--- src/rtl/seg_scan_display.sv ---
// ---------------------------------------------------------------------------
// seg_scan_display
//
// Time-multiplexes DIGITS BCD nibbles onto a common-anode seven-segment
// display. One digit is driven at a time. The selection advances every
// SCAN_DIV cycles of CP. Digit data, the decimal-point mask and EN are
// sampled only when the scan advances, so a counter carry that lands in the
// middle of a slot cannot tear the digit being shown.
//
// Optional feature: define SEG_BLINK_EN to build a blink phase generator.
// Digits selected by blink_mask then have their content blanked during
// every odd blink phase. Their anode stays asserted.
//
// Ports:
//   CP          system clock; all logic is on posedge CP
//   reset       synchronous, active-high reset
//   EN          display enable; 0 blanks the display, scanning continues
//   digits      BCD nibbles, digit i = digits[4i+3:4i], digit 0 rightmost
//   dp_mask     1 = light the decimal point of digit i
//   blink_mask  1 = digit i blinks (only used with SEG_BLINK_EN)
//   AN          anode selects, active-low, at most one bit low
//   SEG         segments {g,f,e,d,c,b,a}, active-low
//   DP          decimal point, active-low
//   scan_tick   one-cycle pulse on each digit advance
// ---------------------------------------------------------------------------
module seg_scan_display #(
    parameter int unsigned DIGITS    = 6,
    parameter int unsigned SCAN_DIV  = 50000,
    parameter int unsigned BLINK_DIV = 25000000
) (
    input  logic                  CP,
    input  logic                  reset,
    input  logic                  EN,
    input  logic [4*DIGITS-1:0]   digits,
    input  logic [DIGITS-1:0]     dp_mask,
    input  logic [DIGITS-1:0]     blink_mask,
    output logic [DIGITS-1:0]     AN,
    output logic [6:0]            SEG,
    output logic                  DP,
    output logic                  scan_tick
);

    localparam int unsigned IW = (DIGITS > 1) ? $clog2(DIGITS) : 1;
    localparam int unsigned PW = (SCAN_DIV > 1) ? $clog2(SCAN_DIV) : 1;
    localparam logic [IW-1:0] IDX_LAST = IW'(DIGITS - 1);
    localparam logic [PW-1:0] PRE_LAST = PW'(SCAN_DIV - 1);

    logic [PW-1:0]     pre;
    logic [IW-1:0]     idx;
    logic [IW-1:0]     idx_next;
    logic              step;
    logic              blink_hide;

    logic [3:0]        nib;
    logic              dp_sel;
    logic [DIGITS-1:0] an_n;
    logic [6:0]        seg_dec;
    logic [6:0]        seg_n;
    logic              dp_n;

    // Step edge and the digit that becomes active on it
    always_comb begin
        step     = (pre == PRE_LAST);
        idx_next = (idx == IDX_LAST) ? '0 : idx + IW'(1);
    end

    // Prescaler and scan index
    always_ff @(posedge CP) begin
        if (reset) begin
            pre <= '0;
            idx <= IDX_LAST;
        end else if (step) begin
            pre <= '0;
            idx <= idx_next;
        end else begin
            pre <= pre + PW'(1);
        end
    end

`ifdef SEG_BLINK_EN
    localparam int unsigned BW = (BLINK_DIV > 1) ? $clog2(BLINK_DIV) : 1;
    localparam logic [BW-1:0] BLINK_LAST = BW'(BLINK_DIV - 1);

    logic [BW-1:0] blink_cnt;
    logic          phase;

    // Blink phase generator; phase 0 (visible) after reset
    always_ff @(posedge CP) begin
        if (reset) begin
            blink_cnt <= '0;
            phase     <= 1'b0;
        end else if (blink_cnt == BLINK_LAST) begin
            blink_cnt <= '0;
            phase     <= ~phase;
        end else begin
            blink_cnt <= blink_cnt + BW'(1);
        end
    end

    always_comb begin
        blink_hide = 1'b0;
        for (int unsigned i = 0; i < DIGITS; i++) begin
            if (idx_next == IW'(i) && blink_mask[i] && phase) begin
                blink_hide = 1'b1;
            end
        end
    end
`else
    logic unused_blink_mask;
    assign unused_blink_mask = ^blink_mask;

    always_comb blink_hide = 1'b0;
`endif

    // Select the nibble, DP and anode of the digit about to be shown
    always_comb begin
        nib    = '0;
        dp_sel = 1'b0;
        an_n   = '1;
        for (int unsigned i = 0; i < DIGITS; i++) begin
            if (idx_next == IW'(i)) begin
                nib     = digits[4*i +: 4];
                dp_sel  = dp_mask[i];
                an_n[i] = 1'b0;
            end
        end

        unique case (nib)
            4'd0:    seg_dec = 7'b1000000;
            4'd1:    seg_dec = 7'b1111001;
            4'd2:    seg_dec = 7'b0100100;
            4'd3:    seg_dec = 7'b0110000;
            4'd4:    seg_dec = 7'b0011001;
            4'd5:    seg_dec = 7'b0010010;
            4'd6:    seg_dec = 7'b0000010;
            4'd7:    seg_dec = 7'b1111000;
            4'd8:    seg_dec = 7'b0000000;
            4'd9:    seg_dec = 7'b0010000;
            default: seg_dec = 7'b1111111;
        endcase

        if (!EN) begin
            an_n  = '1;
            seg_n = 7'h7F;
            dp_n  = 1'b1;
        end else if (blink_hide) begin
            // Slot stays selected, only its content is blanked
            seg_n = 7'h7F;
            dp_n  = 1'b1;
        end else begin
            seg_n = seg_dec;
            dp_n  = ~dp_sel;
        end
    end

    // Registered pins; they only change on a step edge
    always_ff @(posedge CP) begin
        if (reset) begin
            AN        <= '1;
            SEG       <= 7'h7F;
            DP        <= 1'b1;
            scan_tick <= 1'b0;
        end else begin
            scan_tick <= step;
            if (step) begin
                AN  <= an_n;
                SEG <= seg_n;
                DP  <= dp_n;
            end
        end
    end

endmodule
--- config.mk ---
export PLATFORM = sky130hd
export DESIGN_NAME = seg_scan_display
export DESIGN_NICKNAME = d
export VERILOG_FILES = /design/src/rtl/seg_scan_display.sv
export SDC_FILE = /design/constraint.sdc
export NUM_CORES = 1
export LEC_CHECK = 0
export BUFFER_PORTS_ARGS = -buffer_cell sky130_fd_sc_hd__buf_2
export CELL_PAD_IN_SITES_DETAIL_PLACEMENT = 0
export CELL_PAD_IN_SITES_GLOBAL_PLACEMENT = 1
export CORE_ASPECT_RATIO = 1.1
export CORE_UTILIZATION = 41
export CTS_CLUSTER_DIAMETER = 120
export DETAILED_ROUTE_END_ITERATION = 8
export PLACE_DENSITY_LB_ADDON = 0.25
export SLEW_MARGIN = 30
export SYNTH_ARGS = -nofsm -noshare
export SYNTH_HDL_FRONTEND = slang
export SYNTH_SLANG_ARGS = --single-unit
--- constraint.sdc ---
create_clock -name CP -period 3.15 [get_ports CP]
set_input_delay 0.1575 -clock CP [delete_from_list [all_inputs] [get_ports CP]]
set_output_delay 0.1575 -clock CP [all_outputs]
set_load 0.05 [all_outputs]
==> results of run 1 <==
where the power goes:
group          total [µW]  switching [µW]  internal [µW]
Combinational        64.6            32.9           31.7
Clock                 313             144            168
Sequential            436            2.42            433
cell usage in the layout, fill, tap and decap left out, types with 2 or more instances in the layout:
cell type and count:
nor3_1 3, inv_2 3, xor2_1 8, o22ai_1 2, buf_4 2, dfxtp_1 34
a22o_1 3, buf_2 47, o21ai_0 4, o32a_1 3, a21oi_1 8, nor2b_1 3
nor2_1 31, a31oi_1 4, o22a_1 2, ha_1 2, o32ai_2 2, nand3_1 9
mux2i_1 2, or2_1 3, nor4bb_1 2, nand2_1 8, nand4_1 3, xnor2_1 8
nand2b_1 2, a211oi_1 3, and3_1 5, nor4_1 2, clkbuf_8 6, inv_1 3
stage by stage:
stage | util [%] | std cells | setup WS (ns) | hold slack (ns)
2_1_floorplan | - | 198 | 1.28 | 0.227
3_3_place_gp | 48.4 | 292 | 0.767 | 0.411
3_5_place_dp | 48.4 | 292 | 0.763 | 0.424
4_1_cts | 50.3 | 298 | 0.769 | 0.115
5_1_grt | 50.3 | 298 | 0.568 | 0.124
6_report | 50.3 | 298 | 0.737 | 0.121
registers in the layout, summed over array words and instances (netlist names):
name	flops
idx	3
AN	6
scan_tick	1
DP	1
pre	16
SEG	7
final cells by class:
class                           instances  area [µm²]
Fill cell                             429        2130
Multi-Input combinational cell        149        1050
Clock buffer                            6        82.6
Timing Repair Buffer                   49         250
Sequential cell                        34         681
Inverter                                6        22.5
Tap cell                               54        67.6
routing by layer:
| metal | GRT usage, % | part of all wire [%] | up-vias |
|---|---|---|---|
| met5 | 0 | 0 | - |
| met4 | 9.42 | 2.1 | 0 |
| met3 | 4.78 | 5.2 | 9 |
| met2 | 28.9 | 45 | 40 |
| met1 | 24.5 | 48 | 710 |
| li1 | - | - | 810 |
final timing paths:
kind | from | slack (ns) | to | cells past startpoint
hold / removal | reset | 0.12 | idx[1] | 2
setup reg to reg | idx[2] | 0.74 | SEG[3] | 7
hold reg to reg | pre[0] | 0.45 | pre[0] | 1
setup / recovery | idx[2] | 0.74 | SEG[3] | 7
cells by family after synthesis:
family	after synthesis
AOI/OAI and AO/OA	47
xor gates and xnor gates	16
adders and majority gates	2
buffers and inverters	15
DFF	34
muxes	3
and+or+nand+nor	81
worst max-delay path, delay by kind of cell (launching register included):
kind,cells,cell delay [ns]
AO/OA/AOI/OAI,4,0.70
adder cells (fa/ha/maj),1,0.25
AND/OR/NAND/NOR,1,0.48
flip-flops,1,0.79
buffers and inverters,1,0.11
==> results.ini, run 1 <==
[global_routing]
grt_max_degree=27
grt_pass1_wl_mm=6.62
grt_usage_pct=18.9
grt_pass1_vias=1430
antenna_found_initial=0
overflow=0

[power]
p_leak_uw=0.000812
ir_drop_uv=198
power_uw=813
p_per_area_nw_per_um2=377

[yosys]
synth_cells=198
muxShareOfSynthArea_pct=1.72
ys_warn_count=0
yosysMostFrequentCell=dfxtp_1
synthSimpleGateAreaFrac_pct=23.8
synth-compound-area-share_pct=23.2
ys_async_sr_fraction_pct=0
synth_top_area_share_pct=37.5
ys_seq_elements=34
synth.largest_area_cell=dfxtp_1
synthAdderAreaFrac_pct=1.38
yosys.area_share.xor_xnor_pct=7.71
syn-mean-instance-area_um2=9.18
synth_cell_type_count=57
yosys-top-cells-count=dfxtp_1, nor2_1, nand3_1
synthesis.nets=239
synth_top_family_by_area=simple AND/OR/NAND/NOR gates
synth_edf_count=0
syn_area_um2=1820
synthFlopType=dfxtp_1
ys_top_cells_by_area=dfxtp_1, nor2_1, xnor2_1
synth-seq-area-share_pct=37.5

[critical_path]
critPathSlowestCell=dfxtp_1
crit_fanout=20
cp_data_required_time_ns=3.36
crit_path_max_incr_delay_ns=0.79
start_kind=flop
end_kind=flop
path_class=reg2reg
crit_chain=nor3b_2 > a32oi_2 > o21a_1 > inv_1 > ha_1 > a22o_1 > a31oi_1
cp_data_arrival_time_ns=2.62

[timing]
min_period_over_period_pct=76.6
tns_ns=0
fin_crit_ns=2.41
final_max_slew_viol_count=0
finalHoldViolations=0
tightestPinTransition_ns=0.733
rsz0062_at_grt=no
slew_headroom_pct=51.1
fin_skew_ns=0.00838
setup_violations=0
fmaxAchievable_mhz=414

[placement]
port_buffers=47
postPlaceCellArea_um2=2070
dp_hpwl_mm=3.03
place_congestion=0.734

[clocking]
path_clk_slew_ns=0.07
cts_root_buffer=clkbuf_8
cts.path.max_buffers=2
numCtsBuffers=5
hold_buffers=0
cts_setup_buffers=0
cts_sinks=34
htree_levels=2
cts_tree=done
cts_resized=0
clk_latency_ns=0.29

[floorplanning]
coreArea_um2=4290
io_pins=54
die_x_um=65.5
die_area_um2=4700
rows=25
fp.dieH_um=71.8
initial_core_util_pct=42.4

[drt]
wl_mm=4.13
final_antenna_net_count=0
num_vias=1569
dr.pass1.iters=6
viasPerCell=5.27
dr.first_iter.drc_count=90
drc=0
wl_per_cell_um=13.9

[min_path]
hold_path_class=in2reg

[cells_and_area]
drive_gt1_share_pct=30.7
diodes=0
area_growth_pct=18.6
fin_nets=286
stdcell_area_um2=2150

[status]
outcome=complete, no violations

[job]
maxCapViolCount=0

(Power assumes the default switching activity.)
==> inputs of run 2 (changes only) <==
--- a/config.mk
+++ b/config.mk
@@ -9,7 +9,7 @@
 export CELL_PAD_IN_SITES_DETAIL_PLACEMENT = 0
 export CELL_PAD_IN_SITES_GLOBAL_PLACEMENT = 1
 export CORE_ASPECT_RATIO = 1.1
-export CORE_UTILIZATION = 41
+export CORE_UTILIZATION = 34
 export CTS_CLUSTER_DIAMETER = 120
 export DETAILED_ROUTE_END_ITERATION = 8
 export PLACE_DENSITY_LB_ADDON = 0.25
==> constraint.sdc (replaced) <==
create_clock -name CP -period 2.09 [get_ports CP]
set_input_delay 0.1045 -clock CP [delete_from_list [all_inputs] [get_ports CP]]
set_output_delay 0.1045 -clock CP [all_outputs]
set_load 0.05 [all_outputs]
==> results.ini, run 2 (same netlist as run 1, synthesis figures left out) <==
[floorplanning]
die_x_um=71.7  ; was 65.5 µm
fp.dieH_um=78.7  ; was 71.8 µm
initial_core_util_pct=35.9  ; was 42.4%
coreArea_um2=5070  ; was 4290 µm²
rows=27  ; was 25
io_pins=54  ; unchanged
die_area_um2=5640  ; was 4700 µm²

[drt]
final_antenna_net_count=0  ; unchanged
wl_per_cell_um=13.6  ; was 13.9 µm
viasPerCell=5.06  ; was 5.27
num_vias=1638  ; was 1569
drc=0  ; unchanged
dr.pass1.iters=4  ; was 6
dr.first_iter.drc_count=104  ; was 90
wl_mm=4.41  ; was 4.13 mm

[cells_and_area]
regMostFlops=pre  ; unchanged
largest_register_ffs=16  ; unchanged
area_growth_pct=28.5  ; was 18.6%
drive_gt1_share_pct=37.2  ; was 30.7%
mostFrequentLayoutCells=buf_2, dfxtp_1, nor2_1  ; unchanged
final_common_cell=buf_2  ; unchanged
fin_nets=306  ; was 286
diodes=0  ; unchanged
top_regs=pre x16, SEG x7, AN x6  ; unchanged

[power]
power_uw=1270  ; was 813 µW
clkPwrFrac_pct=40.0  ; was 38.5%
pwr-share-comb_pct=8.6  ; was 7.9%
ir_drop_uv=340  ; was 198 µV
seqPwrFrac_pct=51.5  ; was 53.6%
swShare_pct=23.4  ; was 22.1%
p_int_uw=976  ; was 633 µW
p_leak_uw=0.000917  ; was 0.000812 µW
p_per_area_nw_per_um2=546  ; was 377 nW/µm²
power.switching_uw=298  ; was 180 µW

[placement]
dp_hpwl_mm=3.35  ; was 3.03 mm
port_buffers=47  ; unchanged
place_congestion=0.829  ; was 0.734

[timing]
final_max_slew_viol_count=0  ; unchanged
fin_crit_ns=1.87  ; was 2.41 ns
min_period_over_period_pct=89.3  ; was 76.6%
tns_ns=0  ; unchanged
slew_headroom_pct=61.7  ; was 51.1%
finalHoldViolations=0  ; unchanged
fin_skew_ns=0.0141  ; was 0.00838 ns
fmaxAchievable_mhz=536  ; was 414 MHz
tightestPinTransition_ns=0.569  ; was 0.733 ns
rsz0062_at_grt=no  ; unchanged
setup_violations=0  ; unchanged

[clocking]
cts_sinks=34  ; unchanged
hold_buffers=0  ; unchanged
cts_setup_buffers=0  ; unchanged
cts.path.max_buffers=2  ; unchanged
path_clk_slew_ns=0.08  ; was 0.07 ns
clk_latency_ns=0.30  ; was 0.29 ns
cts_tree=done  ; unchanged
htree_levels=2  ; unchanged
cts_resized=0  ; unchanged
cts_root_buffer=clkbuf_8  ; unchanged
numCtsBuffers=5  ; unchanged

[global_routing]
antenna_found_initial=0  ; unchanged
grt_usage_pct=17.7  ; was 18.9%
grt_max_degree=27  ; unchanged
overflow=0  ; unchanged
grt_pass1_wl_mm=7.58  ; was 6.62 mm
grt_pass1_vias=1678  ; was 1430

[min_path]
min_from=reset  ; unchanged
hold_path_class=in2reg  ; unchanged

[critical_path]
path_class=reg2reg  ; unchanged
start_kind=flop  ; unchanged
end_kind=flop  ; unchanged
cp_data_required_time_ns=2.27  ; was 3.36 ns
crit_fanout=5  ; was 20
timing.rr.start=pre[0]  ; was idx[2]
crit_path_start=pre[0]  ; was idx[2]
cp_data_arrival_time_ns=2.04  ; was 2.62 ns

[status]
outcome=complete, no violations  ; unchanged

[job]
maxCapViolCount=0  ; unchanged

==> run 2: cell count changes in the layout (fill, tap and decap cells not counted) <==
cell,before,now
clkbuf_1,0,1
dfxtp_2,0,3
clkinv_2,0,1
dfxtp_1,34,31
buf_4,2,21
buf_12,0,1
==> run 2: routing by layer <==
| metal | GRT usage [%] | share of wire (%) |
|---|---|---|
| met2 | 30.0 | 47 |
| met5 | 0 | 0 |
| met3 | 4.11 | 5.0 |
| met4 | 8.43 | 2.1 |
| met1 | 20.8 | 45 |
==> run 2: final cells by class <==
class	instances	area, µm²
timing repair buffer	69	413
clock buffer	7	86.3
inverter	6	22.5
multi-input combinational	149	1050
fill	514	2730
clock inverter	1	5.00
sequential	34	684
tap	58	72.6
==> run 2: worst max-delay path: stages (launching register included) <==
cell and delay [ns]:
dfxtp_1 0.36, ha_1 0.21, and3_1 0.19, and4_1 0.29
o2111ai_2 0.22, a2111oi_4 0.39, nor3_1 0.10
==> run 2: power groups by stage <==
| stage | Combinational [µW] | Clock (µW) | Sequential [µW] |
|---|---|---|---|
| 3_5_place_dp | 110 | 0 | 671 |
| 6_report | 109 | 509 | 656 |
| 4_1_cts | 111 | 525 | 656 |
| 3_3_place_gp | 110 | 0 | 671 |
| 5_1_grt | 122 | 554 | 657 |
| 2_1_floorplan | 54.9 | 0 | 670 |
==> run 2: path summary, 6_finish.rpt <==
check / cells past startpoint / to / slack, ns
max: 6 / SEG[5] / 0.22
min: 2 / idx[1] / 0.05
min reg2reg: 1 / pre[0] / 0.45
max reg2reg: 6 / SEG[5] / 0.22
==> run 2: metrics by stage <==
step,utilization [%],hold slack (ns),instances,area (µm²),setup WS [ns]
2_1_floorplan,-,0.174,198,1820,0.215
3_3_place_gp,44.2,0.355,316,2240,0.0813
3_5_place_dp,44.2,0.362,316,2240,0.0705
4_1_cts,46.0,0.0468,324,2330,0.0890
5_1_grt,46.1,0.0596,324,2330,0.0598
6_report,46.1,0.0455,324,2330,0.224
==> inputs of run 3 (changes only) <==
--- a/config.mk
+++ b/config.mk
@@ -12,7 +12,7 @@
 export CORE_UTILIZATION = 34
 export CTS_CLUSTER_DIAMETER = 120
 export DETAILED_ROUTE_END_ITERATION = 8
-export PLACE_DENSITY_LB_ADDON = 0.25
+export PLACE_DENSITY_LB_ADDON = 0.15
 export SLEW_MARGIN = 30
 export SYNTH_ARGS = -nofsm -noshare
 export SYNTH_HDL_FRONTEND = slang
==> results.ini, run 3 (same netlist as run 1, synthesis figures left out) <==
[status]
outcome=complete, no violations  ; unchanged

[critical_path]
crit_fanout=15  ; was 5
rrSetupSlack_ns=0.19  ; was 0.22 ns
critPathSlowestCell=dfxtp_1  ; was a2111oi_4
critical-path-top-delay-family=simple AND/OR/NAND/NOR gates  ; was compound AO/OA/AOI/OAI gates
end_kind=flop  ; unchanged
start_kind=flop  ; unchanged
cp_num_buf_inv=2  ; was 0
cp_data_arrival_time_ns=2.09  ; was 2.04 ns
crit_chain=ha_1 > and3_1 > and4_1 > buf_4 > or2_1 > buf_12 > o22a_1  ; was ha_1 > and3_1 > and4_1 > o2111ai_2 > a2111oi_4 > nor3_1
cp_data_required_time_ns=2.27  ; about the same
crit_path_max_incr_delay_ns=0.32  ; was 0.39 ns
path_class=reg2reg  ; unchanged

[placement]
dp.cells=319  ; was 316
port_buffers=47  ; unchanged
place_congestion=0.780  ; was 0.829
dp_hpwl_mm=3.40  ; was 3.35 mm

[clocking]
htree_levels=2  ; unchanged
cts_setup_buffers=0  ; unchanged
path_clk_slew_ns=0.07  ; was 0.08 ns
cts_tree=done  ; unchanged
cts.path.max_buffers=2  ; unchanged
cts_root_buffer=clkbuf_8  ; unchanged
clk_latency_ns=0.29  ; was 0.30 ns
cts_sinks=34  ; unchanged
numCtsBuffers=5  ; unchanged

[power]
power_uw=1360  ; was 1270 µW
p_leak_uw=0.000939  ; was 0.000917 µW
p_per_area_nw_per_um2=569  ; was 546 nW/µm²
ir_drop_uv=282  ; was 340 µV

[cells_and_area]
diodes=0  ; unchanged
drive_gt1_share_pct=38.7  ; was 37.2%
area_growth_pct=31.1  ; was 28.5%
finish.utilization_pct=47.0  ; was 46.1%
final_cells=327  ; was 324
mostFrequentLayoutCells=buf_2, dfxtp_1, nor2_1  ; unchanged
regMostFlops=pre  ; unchanged
largest_register_ffs=16  ; unchanged
fin_nets=309  ; was 306
top_regs=pre x16, SEG x7, AN x6  ; unchanged
final_common_cell=buf_2  ; unchanged

[timing]
min_period_over_period_pct=91.1  ; was 89.3%
slew_headroom_pct=58.6  ; was 61.7%
whs_ns=0.0579  ; was 0.0455 ns
rsz0062_at_grt=no  ; unchanged
final_max_slew_viol_count=0  ; unchanged
fmaxAchievable_mhz=525  ; was 536 MHz
finalHoldViolations=0  ; unchanged
tightestPinTransition_ns=0.615  ; was 0.569 ns
tns_ns=0  ; unchanged
fin_crit_ns=1.90  ; was 1.87 ns
setup_violations=0  ; unchanged
fin_skew_ns=0.00582  ; was 0.0141 ns

[global_routing]
antenna_found_initial=0  ; unchanged
overflow=0  ; unchanged
grt_max_degree=16  ; was 27
grt_pass1_vias=1586  ; was 1678
grt_usage_pct=16.6  ; was 17.7%
grt_pass1_wl_mm=7.31  ; was 7.58 mm

[floorplanning]
coreArea_um2=5070  ; unchanged
rows=27  ; unchanged
initial_core_util_pct=35.9  ; unchanged
die_area_um2=5640  ; unchanged
io_pins=54  ; unchanged
fp.dieH_um=78.7  ; unchanged
die_x_um=71.7  ; unchanged

[drt]
dr.first_iter.drc_count=55  ; was 104
final_antenna_net_count=0  ; unchanged
viasPerCell=5.04  ; was 5.06
num_vias=1647  ; was 1638
wl_mm=4.34  ; was 4.41 mm
drc=0  ; unchanged
dr.pass1.iters=4  ; unchanged
wl_per_cell_um=13.3  ; was 13.6 µm

[job]
maxCapViolCount=0  ; unchanged

[min_path]
hold_path_class=in2reg  ; unchanged

-- run 3: cell types whose count changed in the layout (fill, tap and decap cells not counted), sizes merged --
cell	before	now
buf	69	72
clkbuf	7	5
clkinv	1	2
bufinv	0	1
-- run 3: routing by layer --
layer / track usage, % / vias up / wire length (µm)
li1: - / 859 / -
met1: 21.0 / 735 / 2050
met5: 0 / - / 0
met3: 3.72 / 7 / 223
met4: 5.88 / 0 / 64
met2: 27.5 / 46 / 2010
-- run 3: final timing paths --
kind                            startpoint  endpoint  cells past startpoint
worst max-delay path                pre[0]     AN[4]                      7
worst min-delay path                 reset    idx[1]                      2
worst max register to register      pre[0]     AN[4]                      7
worst min register to register      pre[0]    pre[0]                      1
-- run 3: repair_timing --
item / in CTS / in global routing
setup endpoints to repair: 0 / 7
gates resized for setup: 0 / 4
hold buffers: 0 / 0
-- run 3: cell type report --
class                   instances  area, µm²
multi-input cells             149       1060
repair buffers                 72        435
clock inverters                 3       40.0
clock buffers                   5       68.8
inverters                       6       22.5
well taps                      58       72.6
flip-flops and latches         34        684
fillers                       511       2690
-- run 3: through the flow --
| stage | instance area (µm²) | setup slack, ns |
|---|---|---|
| global route | 2380 | 0.00881 |
| floorplan | 1820 | 0.215 |
| CTS | 2370 | 0.0269 |
| detailed placement | 2260 | 0.0249 |
| finish | 2380 | 0.186 |
| global placement | 2260 | 0.0646 |
-- run 3: power breakdown --
part	leakage (µW)	total [µW]	switching (µW)	internal, µW
logic	0.000607	111	51.8	59.2
clock network	0.0000579	588	238	351
registers	0.000275	656	3.56	653
